<file path="src/rtl/cpu_ctrl_fsm_pkg.sv">
// Shared types and constants for the RV32I multi-cycle control sequencer.
// Flag indices follow the instruction_decoder one-hot class vector layout.
package cpu_ctrl_fsm_pkg;

  localparam int MEM_TIMEOUT_DEF = 16;
  localparam int FLAG_W_DEF      = 48;

  typedef enum logic [2:0] {
    S_RESET  = 3'd0,
    S_FETCH  = 3'd1,
    S_DECODE = 3'd2,
    S_EXEC   = 3'd3,
    S_MEM    = 3'd4,
    S_WB     = 3'd5,
    S_TRAP   = 3'd6,
    S_WAIT   = 3'd7
  } state_t;

  typedef enum logic [2:0] {
    TC_ILLEGAL = 3'd0,
    TC_ECALL   = 3'd1,
    TC_EBREAK  = 3'd2,
    TC_IBUS    = 3'd3,
    TC_DBUS    = 3'd4
  } trap_cause_t;

  typedef enum logic [1:0] {
    PC_PLUS4 = 2'd0,
    PC_BR    = 2'd1,
    PC_JALR  = 2'd2,
    PC_TRAP  = 2'd3
  } pc_sel_t;

  // inst_flags bit positions
  localparam int F_BNE    = 47;
  localparam int F_BR_HI  = 47;
  localparam int F_BR_LO  = 42;
  localparam int F_BEQ    = 42;
  localparam int F_ADDI   = 41;
  localparam int F_LB     = 24;
  localparam int F_LH     = 23;
  localparam int F_LW     = 22;
  localparam int F_LBU    = 21;
  localparam int F_LHU    = 20;
  localparam int F_LD_HI  = 24;
  localparam int F_LD_LO  = 20;
  localparam int F_SB     = 19;
  localparam int F_SH     = 18;
  localparam int F_SW     = 17;
  localparam int F_ST_HI  = 19;
  localparam int F_ST_LO  = 17;
  localparam int F_CSRRW  = 16;
  localparam int F_MRET   = 10;
  localparam int F_WFI    = 9;
  localparam int F_SRET   = 8;
  localparam int F_ECALL  = 7;
  localparam int F_EBREAK = 6;
  localparam int F_JALR   = 5;
  localparam int F_JAL    = 4;
  localparam int F_LUI    = 2;
  localparam int F_SRL    = 0;

  typedef struct packed {
    logic load;
    logic store;
    logic branch;
    logic jal;
    logic jalr;
    logic ecall;
    logic ebreak;
    logic wfi;
    logic xret;
  } inst_cls_t;

  function automatic inst_cls_t classify(input logic [FLAG_W_DEF-1:0] f);
    inst_cls_t c;
    c.load   = |f[F_LD_HI:F_LD_LO];
    c.store  = |f[F_ST_HI:F_ST_LO];
    c.branch = |f[F_BR_HI:F_BR_LO];
    c.jal    = f[F_JAL];
    c.jalr   = f[F_JALR];
    c.ecall  = f[F_ECALL];
    c.ebreak = f[F_EBREAK];
    c.wfi    = f[F_WFI];
    c.xret   = f[F_MRET] | f[F_SRET];
    return c;
  endfunction

  function automatic pc_sel_t pc_target(input inst_cls_t c, input logic taken);
    pc_sel_t s;
    s = PC_PLUS4;
    if (c.branch) begin
      if (taken) s = PC_BR;
    end else if (c.jal) begin
      s = PC_BR;
    end else if (c.jalr) begin
      s = PC_JALR;
    end
    return s;
  endfunction

endpackage

</file>
<file path="src/rtl/cpu_ctrl_fsm_timeout_cnt.sv">
// Bus wait watchdog: counts cycles spent waiting for a memory ack and
// flags the last permitted cycle so the sequencer can trap if no ack arrives.
module cpu_ctrl_fsm_timeout_cnt #(
  parameter int LIMIT = 16
) (
  input  logic clk,
  input  logic rst_n,
  input  logic clr,
  input  logic en,
  output logic expire
);

  localparam int W = $clog2(LIMIT + 1);

  logic [W-1:0] cnt;

  always_ff @(posedge clk or negedge rst_n) begin
    if (!rst_n)
      cnt <= '0;
    else if (clr)
      cnt <= '0;
    else if (en && !expire)
      cnt <= cnt + 1'b1;
  end

  // cnt is 0 on the first wait cycle, so LIMIT-1 marks the LIMIT-th cycle
  assign expire = (cnt == W'(LIMIT - 1));

endmodule

</file>
<file path="src/rtl/cpu_ctrl_fsm.sv">
// Multi-cycle RV32I control sequencer: FETCH->DECODE->EXEC->[MEM]->WB with
// trap handling (illegal/ecall/ebreak/bus timeout) and WFI stall.
module cpu_ctrl_fsm
  import cpu_ctrl_fsm_pkg::*;
#(
  parameter int MEM_TIMEOUT = MEM_TIMEOUT_DEF,
  parameter int FLAG_W      = FLAG_W_DEF
) (
  input  logic              clk,
  input  logic              rst_n,
  input  logic [FLAG_W-1:0] inst_flags,
  input  logic              invalid_instruction,
  input  logic              imem_ack,
  input  logic              dmem_ack,
  input  logic              irq,
  input  logic              br_taken,    // ALU compare result, valid in EXEC
  output logic              imem_req,
  output logic              ir_load,
  output logic              dec_en,
  output logic              alu_go,
  output logic              dmem_req,
  output logic              dmem_we,
  output logic              rf_we,
  output logic              pc_we,
  output logic [1:0]        pc_sel,
  output logic              trap,
  output logic [2:0]        trap_cause,
  output logic [2:0]        state_dbg
);

  state_t            state, state_nxt;
  trap_cause_t       cause_q, cause_nxt;
  logic [FLAG_W-1:0] flags_q;
  logic              taken_q;
  logic              cnt_clr, cnt_en, cnt_exp;
  inst_cls_t         cls;

  assign cls       = classify(flags_q);
  assign state_dbg = state;
  assign cnt_clr   = (state_nxt != state);

  cpu_ctrl_fsm_timeout_cnt #(.LIMIT(MEM_TIMEOUT)) u_tmo (
    .clk    (clk),
    .rst_n  (rst_n),
    .clr    (cnt_clr),
    .en     (cnt_en),
    .expire (cnt_exp)
  );

  always_ff @(posedge clk or negedge rst_n) begin
    if (!rst_n) begin
      state   <= S_RESET;
      cause_q <= TC_ILLEGAL;
      flags_q <= '0;
      taken_q <= 1'b0;
    end else begin
      state <= state_nxt;
      if (state_nxt == S_TRAP) cause_q <= cause_nxt;
      if (state == S_DECODE)   flags_q <= inst_flags;
      // WB drives pc_we after EXEC, so hold the compare result for it
      if (state == S_EXEC)     taken_q <= br_taken;
    end
  end

  always_comb begin
    state_nxt  = state;
    cause_nxt  = TC_ILLEGAL;
    cnt_en     = 1'b0;
    imem_req   = 1'b0;
    ir_load    = 1'b0;
    dec_en     = 1'b0;
    alu_go     = 1'b0;
    dmem_req   = 1'b0;
    dmem_we    = 1'b0;
    rf_we      = 1'b0;
    pc_we      = 1'b0;
    pc_sel     = PC_PLUS4;
    trap       = 1'b0;
    trap_cause = 3'd0;
    case (state)
      S_RESET: state_nxt = S_FETCH;
      S_FETCH: begin
        imem_req = 1'b1;
        if (imem_ack) begin
          ir_load   = 1'b1;
          state_nxt = S_DECODE;
        end else if (cnt_exp) begin
          state_nxt = S_TRAP;
          cause_nxt = TC_IBUS;
        end else begin
          cnt_en = 1'b1;
        end
      end
      S_DECODE: begin
        dec_en = 1'b1;
        // zero or multiple class bits means a malformed decode
        if (invalid_instruction || !$onehot(inst_flags)) begin
          state_nxt = S_TRAP;
          cause_nxt = TC_ILLEGAL;
        end else begin
          state_nxt = S_EXEC;
        end
      end
      S_EXEC: begin
        alu_go = 1'b1;
        if (cls.load || cls.store) begin
          state_nxt = S_MEM;
        end else if (cls.ecall) begin
          state_nxt = S_TRAP;
          cause_nxt = TC_ECALL;
        end else if (cls.ebreak) begin
          state_nxt = S_TRAP;
          cause_nxt = TC_EBREAK;
        end else if (cls.wfi) begin
          state_nxt = S_WAIT;
        end else begin
          pc_sel    = pc_target(cls, br_taken);
          state_nxt = S_WB;
        end
      end
      S_MEM: begin
        dmem_req = 1'b1;
        dmem_we  = cls.store;
        if (dmem_ack) begin
          if (cls.store) begin
            pc_we     = 1'b1;
            state_nxt = S_FETCH;
          end else begin
            state_nxt = S_WB;
          end
        end else if (cnt_exp) begin
          state_nxt = S_TRAP;
          cause_nxt = TC_DBUS;
        end else begin
          cnt_en = 1'b1;
        end
      end
      S_WB: begin
        pc_we     = 1'b1;
        pc_sel    = pc_target(cls, taken_q);
        rf_we     = !(cls.branch || cls.store || cls.xret || cls.wfi ||
                      cls.ecall || cls.ebreak);
        state_nxt = S_FETCH;
      end
      S_TRAP: begin
        trap       = 1'b1;
        trap_cause = cause_q;
        pc_sel     = PC_TRAP;
        pc_we      = 1'b1;
        state_nxt  = S_FETCH;
      end
      S_WAIT: begin
        if (irq) begin
          pc_we     = 1'b1;
          state_nxt = S_FETCH;
        end
      end
      default: state_nxt = S_RESET;
    endcase
  end

endmodule
</file>
<file path="config.mk">
export PLATFORM = sky130hd
export DESIGN_NAME = cpu_ctrl_fsm
export DESIGN_NICKNAME = d
export VERILOG_FILES = /design/src/rtl/cpu_ctrl_fsm_pkg.sv /design/src/rtl/cpu_ctrl_fsm_timeout_cnt.sv /design/src/rtl/cpu_ctrl_fsm.sv
export SDC_FILE = /design/constraint.sdc
export NUM_CORES = 1
export LEC_CHECK = 0
export ABC_AREA = 0
export CAP_MARGIN = 10
export CORE_MARGIN = 3
export CORE_UTILIZATION = 50
export CTS_BUF_LIST = sky130_fd_sc_hd__clkbuf_4
export CTS_CLUSTER_SIZE = 14
export DETAILED_ROUTE_END_ITERATION = 16
export PLACE_DENSITY = 0.89
export SYNTH_ARGS = -nofsm -noshare
export SYNTH_HDL_FRONTEND = slang
export SYNTH_SLANG_ARGS = --single-unit
</file>
<file path="constraint.sdc">
create_clock -name clk -period 2.5 [get_ports clk]
set_input_delay 0.25 -clock clk [delete_from_list [all_inputs] [get_ports clk]]
set_output_delay 0.25 -clock clk [all_outputs]
set_load 0.01 [all_outputs]
</file>
==> flow_summary.ini, run 1 <==
[pwr]
ir_worst_vdd_mv = 1.01
p_total_mw = 5.94
p_leak_nw = 2.01
cellPowerDensity_nw_per_um2 = 1430

[route]
drc_errors = 0
detail_route.first_pass.iterations = 4
vias = 2521
wl_per_cell_um = 16.2
wirelength_um = 7730
vias_per_cell = 5.30
postRouteAntennaNets = 0
drt-initial-drc-count = 126

[synthesis]
async_reset_ff_share_pct = 100
syn_nets = 408
synth_edf_count = 0
ys_seq_area_share_pct = 26.5
synth.distinct_cells = 55
synth_area_per_cell_um2 = 10.3
synth_ff_type = dfrtp_1
syn-cell-area_um2 = 3120
ys_seq_elements = 33
yosysWarningCount = 0
syn-instance-count = 302
synth_top_area_share_pct = 26.5
synth_top_area_cell = dfrtp_1
yosys-top-cells-area = dfrtp_1 (26%), fa_1 (25%), inv_1 (8.9%)

[clocking]
root_buffer = clkbuf_4
clk_pin_slew_ns = 0.10
ctsLongestPathBuffers = 2
cts_tree = built
clk_latency_ns = 0.32
htree_levels = 2
ctsHoldBuffers = 0
cts_made_buffers = 5
clock-sinks = 33

[sta]
slew_viol_final = 0
slew-limit-headroom_pct = 54.1
fmax_mhz = 177
fin_crit_ns = 5.64
finalWorstSetupSlack_ns = -3.14
tightest_slew_ns = 0.688
period_share_pct = 225
skew_ns = 0.00843
fin_setup_tns_ns = -30.51
hold_violations = 0
rsz0062_at_grt = true
setup_viol = 11

[grt]
antenna_found_initial = 0
grt.overflow.total = 0
grt_use_total_pct = 22.7
grt_max_degree = 34
grt_pass1_wl_um = 13000
grt_pass1_vias = 2820

[placed_design]
place_ws_ns = -3.79
routabilityCongestion = 0.890
post-dp-hpwl_um = 6480
port_buffers = 71

[cells_and_area]
layout-drive-gt1-share_pct = 29.7
diodes = 0
nets = 506
synthToLayoutAreaGrowth_pct = 33.0

[floorplan]
die_y_um = 85
core_area_um2 = 5990
pin_count = 72
die_area_um2 = 7230
num_rows = 28
initial_utilization_pct = 52.1
die_x_um = 85

[worst_setup_path]
crit_fanout = 3
start_kind = input port
critPathKind = in -> reg
worstSetupEndpointType = flop
crit_arrival_ns = 5.87
required_ns = 2.73

[run_status]
status = finished with violations
failed_checks = setup timing

[job]
drv_cap = 0

[hold_path]
min-delay-path-class = in -> reg
area by class of cell:
class | count | area (um2)
fill | 425 | 1840
tap | 75 | 93.8
multi-input combinational | 187 | 2030
timing repair buffer | 97 | 858
inverter | 76 | 285
sequential | 33 | 826
clock buffer | 8 | 60.1
cells by family after synthesis:
group / Yosys count / synth area share (%)
buffers and inverters: 82 / 10.8
muxes: 22 / 7.90
DFF: 33 / 26.5
and+or+nand+nor: 76 / 15.5
xor gates and xnor gates: 2 / 0.561
adders and majority gates: 51 / 29.8
AOI/OAI and AO/OA: 36 / 8.94
cell usage in the layout (no fill, tap or decap), types with 6 or more instances in the layout:
cell / count
inv_1: 63
clkdlybuf4s50_1: 44
fa_1: 39
dfrtp_1: 33
mux2_2: 21
buf_4: 21
nor2_1: 13
inv_2: 13
ha_1: 11
buf_2: 11
nand2_1: 9
o21ai_0: 8
a21oi_1: 8
clkbuf_4: 8
nor3_2: 6
path summary, 6_finish.rpt:
path / startpoint / endpoint / slack, ns / depth (start not counted)
max: inst_flags[7] / u_tmo.cnt[2] / -3.14 / 22
min: inst_flags[43] / flags_q[43] / 0.17 / 2
max reg2reg: u_tmo.cnt[0] / u_tmo.cnt[0] / 0.14 / 8
min reg2reg: flags_q[46] / flags_q[46] / 0.52 / 1
max in group asynchronous: rst_n / flags_q[9] / 1.87 / 2
min in group asynchronous: rst_n / cause_q[1] / 0.32 / 2
per-layer routing:
layer	part of all wire (%)	GRT usage (%)	routed length, um
met4	1.8	7.05	142
met1	37	26.6	2850
met2	55	41.6	4220
met3	6.7	4.37	518
met5	0	0	0
registers in the layout, summed over array words and instances (netlist names):
signal / flops
taken_q: 1
cause_q: 3
flags_q: 21
u_tmo.cnt: 5
state_dbg: 3
worst max-delay path: stages:
cell and delay [ns]:
dlygate4sd2_1 0.21, inv_1 0.06, fa_1 0.51, inv_1 0.05
fa_1 0.47, fa_1 0.56, fa_1 0.45, fa_1 0.50
fa_1 0.55, inv_2 0.04, fa_1 0.47, inv_1 0.05
ha_2 0.18, fa_1 0.46, nor4_2 0.14, nand2_1 0.15
o31ai_4 0.24, buf_6 0.16, buf_12 0.10, buf_6 0.08
nand2_2 0.04, nor4_2 0.15
metrics by stage:
stage | utilization [%] | cell area, um2 | instances | hold WS [ns]
2_1_floorplan | - | 3150 | 302 | -0.0456
3_3_place_gp | 67.5 | 4040 | 461 | 0.486
3_5_place_dp | 67.5 | 4040 | 461 | 0.504
4_1_cts | 68.5 | 4100 | 474 | 0.155
5_1_grt | 69.3 | 4150 | 476 | 0.146
6_report | 69.3 | 4150 | 476 | 0.174
power by group:
part / internal (mW) / switching, mW
Combinational: 2.19 / 2.51
Clock: 0.145 / 0.166
Sequential: 0.767 / 0.163
repair_timing:
item                                    4_1_cts  5_1_grt
pin swaps                                    28       23
endpoints found under the setup margin       13       12
setup buffers                                 6        2
gates cloned                                  0        0
resized for setup                            81       27
Yosys cell counts (all sizes together) (2+ instances only):
cell type and instances:
a21oi 10, and2 2, and3 5, and3b 2, buf 5, dfrtp 33, fa 39, ha 12
inv 76, mux2 21, nand2 12, nand2b 2, nand4 3, nor2 14, nor3 11, nor3b 5
nor4 6, nor4b 2, o21a 2, o21ai 12, or2 2, or3 3, xnor2 2
(Power assumes the default switching activity.)
==> inputs of run 2 (changes only) <==
==> constraint.sdc (replaced) <==
create_clock -name clk -period 2.5 [get_ports clk]
set_input_delay 0.25 -clock clk [delete_from_list [all_inputs] [get_ports clk]]
set_output_delay 0.25 -clock clk [all_outputs]
set_load 0.1 [all_outputs]
==> run 2 against run 1 <==
Compared with the run above:
- the run still ends with setup timing left
- die area stayed put
- via count grew 2.1%
- sequential share of layout area is essentially flat
- count of clock-buffer cells in the layout is 2 lower
- sequential cell count stayed put
==> flow_summary.ini, run 2 (synthesis results as in run 1) <==
[floorplan]
num_rows = 28
die_area_um2 = 7230
pin_count = 72
die_y_um = 85
die_x_um = 85
core_area_um2 = 5990
initial_utilization_pct = 52.1

[grt]
grt_pass1_vias = 2920
grt.overflow.total = 0
grt_max_degree = 34
grt_pass1_wl_um = 14100
grt_use_total_pct = 25.3
antenna_found_initial = 0

[cells_and_area]
mostFrequentLayoutCells = inv_1 (61), fa_1 (39), dfrtp_1 (30), clkdlybuf4s50_1 (30), buf_4 (25)
fin_util_pct = 70.2
top_regs = flags_q x21, u_tmo.cnt x5
largest_register_ffs = 21
nets = 497
regMostFlops = flags_q
diodes = 0
layout-drive-gt1-share_pct = 36.0
layout_commonest_cell = inv_1
synthToLayoutAreaGrowth_pct = 34.8
fin_cells = 467

[clocking]
cts_made_buffers = 5
cts_tree = built
clk_pin_slew_ns = 0.10
clk_latency_ns = 0.35
clock-sinks = 33
ctsLongestPathBuffers = 2
ctsHoldBuffers = 0
root_buffer = clkbuf_4
htree_levels = 2

[worst_setup_path]
crit_arrival_ns = 5.86
r2r_end = u_tmo.cnt[0]
crit_fanout = 5
ff2ff_path_depth = 8
crit_family = adder cells
required_ns = 2.74
cp_slowest_cell = fa_1
cp_cell_sequence = buf_6 > fa_1 > inv_2 > fa_1 > inv_2 > fa_1 > inv_1 > fa_1 > inv_2 > fa_1 > fa_1 > inv_2 > fa_1 > inv_1 > ha_2 > fa_1 > nor4_2 > nand2_1 > o31ai_4 > buf_4 > nand2_1 > nor4_1
reg2reg_slack_ns = 0.17
critPathKind = in -> reg
crit_top_cell = fa_1
start_kind = input port
worstSetupEndpointType = flop
path_buf_inv = 8
cpPeakStageDelay_ns = 0.54
r2r_start = u_tmo.cnt[0]

[hold_path]
min_delay_worst_endpoint = flags_q[5]
min-delay-path-class = in -> reg
min_from = inst_flags[5]
min_path_cells = 2

[sta]
skew_ns = 0.0206
setup_viol = 11
finalWorstSetupSlack_ns = -3.12
tightest_slew_ns = 0.619
fin_crit_ns = 5.62
fin_setup_tns_ns = -30.13
slew_viol_final = 0
slew-limit-headroom_pct = 58.7
hold_violations = 0
period_share_pct = 225
rsz0062_at_grt = true
fmax_mhz = 178

[route]
vias = 2573
detail_route.first_pass.iterations = 5
drt-initial-drc-count = 181
wirelength_um = 8420
vias_per_cell = 5.51
postRouteAntennaNets = 0
drc_errors = 0
wl_per_cell_um = 18.0

[placed_design]
dp.cells = 454
place_ws_ns = -3.79
port_buffers = 71
post-dp-hpwl_um = 6540
routabilityCongestion = 0.839

[run_status]
failed_checks = setup timing
status = finished with violations

[job]
drv_cap = 0
-- run 2: cell count changes in the layout (fill, tap and decap cells not counted), moves of 3 or more --
cell | before | now
clkdlybuf4s50_1 | 44 | 30
buf_12 | 1 | 6
nor2_1 | 13 | 8
buf_4 | 21 | 25
dfrtp_1 | 33 | 30
dfrtp_4 | 0 | 3
dlygate4sd2_1 | 5 | 2
nor2_2 | 1 | 4
nor3_2 | 6 | 3
nor3_4 | 0 | 3
-- run 2: how the worst max path moves through the flow --
stage	start	endpoint	slack [ns]	depth (start not counted)
finish	inst_flags[29]	u_tmo.cnt[0]	-3.12	22
global route	inst_flags[29]	u_tmo.cnt[0]	-3.30	22
CTS	inst_flags[29]	u_tmo.cnt[3]	-3.27	21
detailed placement	inst_flags[23]	u_tmo.cnt[3]	-3.79	21
global placement	inst_flags[23]	u_tmo.cnt[3]	-3.62	21
floorplan	inst_flags[35]	u_tmo.cnt[0]	-2.90	20
-- run 2: layout make-up --
cell class	instances	area, um2
Sequential cell	33	837
Tap cell	75	93.8
Multi-Input combinational cell	187	2120
Clock inverter	2	33.8
Timing Repair Buffer	88	792
Fill cell	417	1780
Clock buffer	6	45.0
Inverter	76	285
-- run 2: repair_timing --
item                       in CTS  in global routing
setup buffers                   3                  3
setup endpoints to repair      12                 13
pin swaps                      34                 29
gates resized for setup        84                 31
-- run 2: metrics by stage --
step           hold slack (ns)  instance area [um2]
2_1_floorplan          -0.0456                 3200
3_3_place_gp             0.487                 4070
3_5_place_dp             0.492                 4070
4_1_cts                  0.164                 4150
5_1_grt                  0.161                 4210
6_report                 0.168                 4210
-- run 2: metal layers --
metal,up-vias,routed length [um],global-route usage (%),part of all wire (%)
met3,26,633,3.98,7.5
met5,-,0,0,0
li1,1152,-,-,-
met2,139,4420,45.6,52
met4,0,226,8.63,2.7
met1,1256,3140,30.8,37
Power of run 2 is left out: the tool's default activity adds up to more than one toggle a clock period on the data nets, which glitch-free logic cannot reach.
==> inputs of run 3 (changes only) <==
--- a/config.mk
+++ b/config.mk
@@ -12,7 +12,7 @@
 export CTS_BUF_LIST = sky130_fd_sc_hd__clkbuf_4
 export CTS_CLUSTER_SIZE = 14
 export DETAILED_ROUTE_END_ITERATION = 16
-export PLACE_DENSITY = 0.89
+export PLACE_DENSITY = 0.8
 export SYNTH_ARGS = -nofsm -noshare
 export SYNTH_HDL_FRONTEND = slang
 export SYNTH_SLANG_ARGS = --single-unit
==> run 3 against run 2 <==
Compared with the run above:
- the run still ends with setup timing left
- sequential share of layout area decreased by 0.15 points
- via count decreased by 4.5%
- first-iteration DRC count decreased by 51%
- critical path depth decreased by 2
- register-to-register slack got worse by 0.14 ns
- sequential cell count unchanged
- hold slack got worse by 0.038 ns
- count of clock-buffer cells in the layout decreased by 1
- non-clock buffer count increased by 2
- cell area increased by 0.77%
- routed wire length decreased by 12%
- critical path type unchanged
- critical endpoint unchanged
- largest cell class unchanged
==> flow_summary.ini, run 3 (synthesis results as in run 1) <==
[grt]
grt_max_degree = 34
grt_use_total_pct = 22.2
grt.overflow.total = 0
grt_pass1_vias = 2650
grt_pass1_wl_um = 12700
antenna_found_initial = 0

[worst_setup_path]
crit_cells = 20
cpPeakStageDelay_ns = 0.58
crit_arrival_ns = 5.77
required_ns = 2.70
critPathKind = in -> reg
worstSetupEndpointType = flop
cp_slowest_cell = fa_1
path_buf_inv = 6
reg2reg_slack_ns = 0.03
start_kind = input port
cp_cell_sequence = dlygate4sd2_1 > inv_1 > fa_1 > inv_2 > fa_1 > fa_1 > fa_1 > fa_1 > fa_1 > inv_1 > fa_1 > inv_2 > ha_4 > fa_1 > nor4_2 > nand2_1 > buf_6 > nor3b_4 > o21a_4 > nor4_1
crit_start = inst_flags[7]
crit_family = adder cells
ff2ff_path_depth = 7
crit_top_cell = fa_1
crit_fanout = 5
r2r_start = u_tmo.cnt[0]

[cells_and_area]
diodes = 0
mostFrequentLayoutCells = inv_1 (63), fa_1 (39), dfrtp_1 (30), clkdlybuf4s50_1 (30), buf_4 (28)
nets = 499
top_regs = flags_q x21, u_tmo.cnt x5
largest_register_ffs = 21
layout-drive-gt1-share_pct = 36.0
layout_commonest_cell = inv_1
stdcell_area_um2 = 4240
synthToLayoutAreaGrowth_pct = 35.8
regMostFlops = flags_q

[clocking]
clk_latency_ns = 0.35
root_buffer = clkbuf_4
cts_made_buffers = 5
clk_pin_slew_ns = 0.11
clock-sinks = 33
ctsLongestPathBuffers = 2
htree_levels = 2
cts_tree = built

[hold_path]
min_path_cells = 2
min_from = inst_flags[45]
min-delay-path-class = in -> reg

[sta]
finalWorstSetupSlack_ns = -3.08
skew_ns = 0.00486
slew-limit-headroom_pct = 36.9
period_share_pct = 223
fin_crit_ns = 5.58
setup_viol = 11
fmax_mhz = 179
tightest_slew_ns = 0.945
rsz0062_at_grt = true
hold_violations = 0
slew_viol_final = 0

[floorplan]
die_area_um2 = 7230
initial_utilization_pct = 52.1
die_y_um = 85
core_area_um2 = 5990
die_x_um = 85
pin_count = 72
num_rows = 28

[placed_design]
routabilityCongestion = 0.866
post-dp-hpwl_um = 6150
port_buffers = 71
placed_area_um2 = 4090

[route]
wirelength_um = 7440
drt-initial-drc-count = 88
vias_per_cell = 5.24
vias = 2456
wl_per_cell_um = 15.9
postRouteAntennaNets = 0
drc_errors = 0
detail_route.first_pass.iterations = 4

[job]
drv_cap = 0

[run_status]
status = finished with violations
failed_checks = setup timing
-- run 3: final timing paths --
kind | endpoint
worst max register to register | u_tmo.cnt[0]
worst min-delay path | flags_q[45]
worst min register to register | flags_q[47]
max in group asynchronous | state_dbg[1]
min in group asynchronous | state_dbg[2]
worst max-delay path | u_tmo.cnt[0]
-- run 3: per-stage QoR --
stage	hold slack, ns	setup slack, ns	util, %	TNS, ns	cells
final	0.131	-3.08	70.8	-30.15	469
after global routing	0.130	-3.24	70.8	-31.97	469
after CTS	0.123	-3.18	70.0	-31.46	469
after detailed placement	0.488	-3.69	68.3	-36.31	456
after global placement	0.481	-3.62	68.3	-35.73	456
after floorplan	-0.0456	-2.90	-	-28.84	302
-- run 3: layout make-up --
type | count | area [um2]
Clock buffer | 5 | 37.5
Clock inverter | 3 | 17.5
Fill cell | 461 | 1750
Inverter | 76 | 285
Multi-Input combinational cell | 187 | 2140
Sequential cell | 33 | 837
Tap cell | 75 | 93.8
Timing Repair Buffer | 90 | 830
-- run 3: repair_timing --
action,CTS,global route
endpoints found under the setup margin,12,12
buffers inserted,5,2
cloned,0,0
gates resized for setup,84,26
pin swaps,31,23
hold endpoints to repair,0,0
hold buffers,0,0
-- run 3: per-layer routing --
layer  up-vias  wire length [um]  global-route usage (%)
li1       1154                 -                       -
met1      1217              3150                    29.8
met5         -                 0                       0
met3         8               442                    4.27
met4         0                80                    4.89
met2        77              3770                    37.6
Power of run 3 is left out for the same reason.
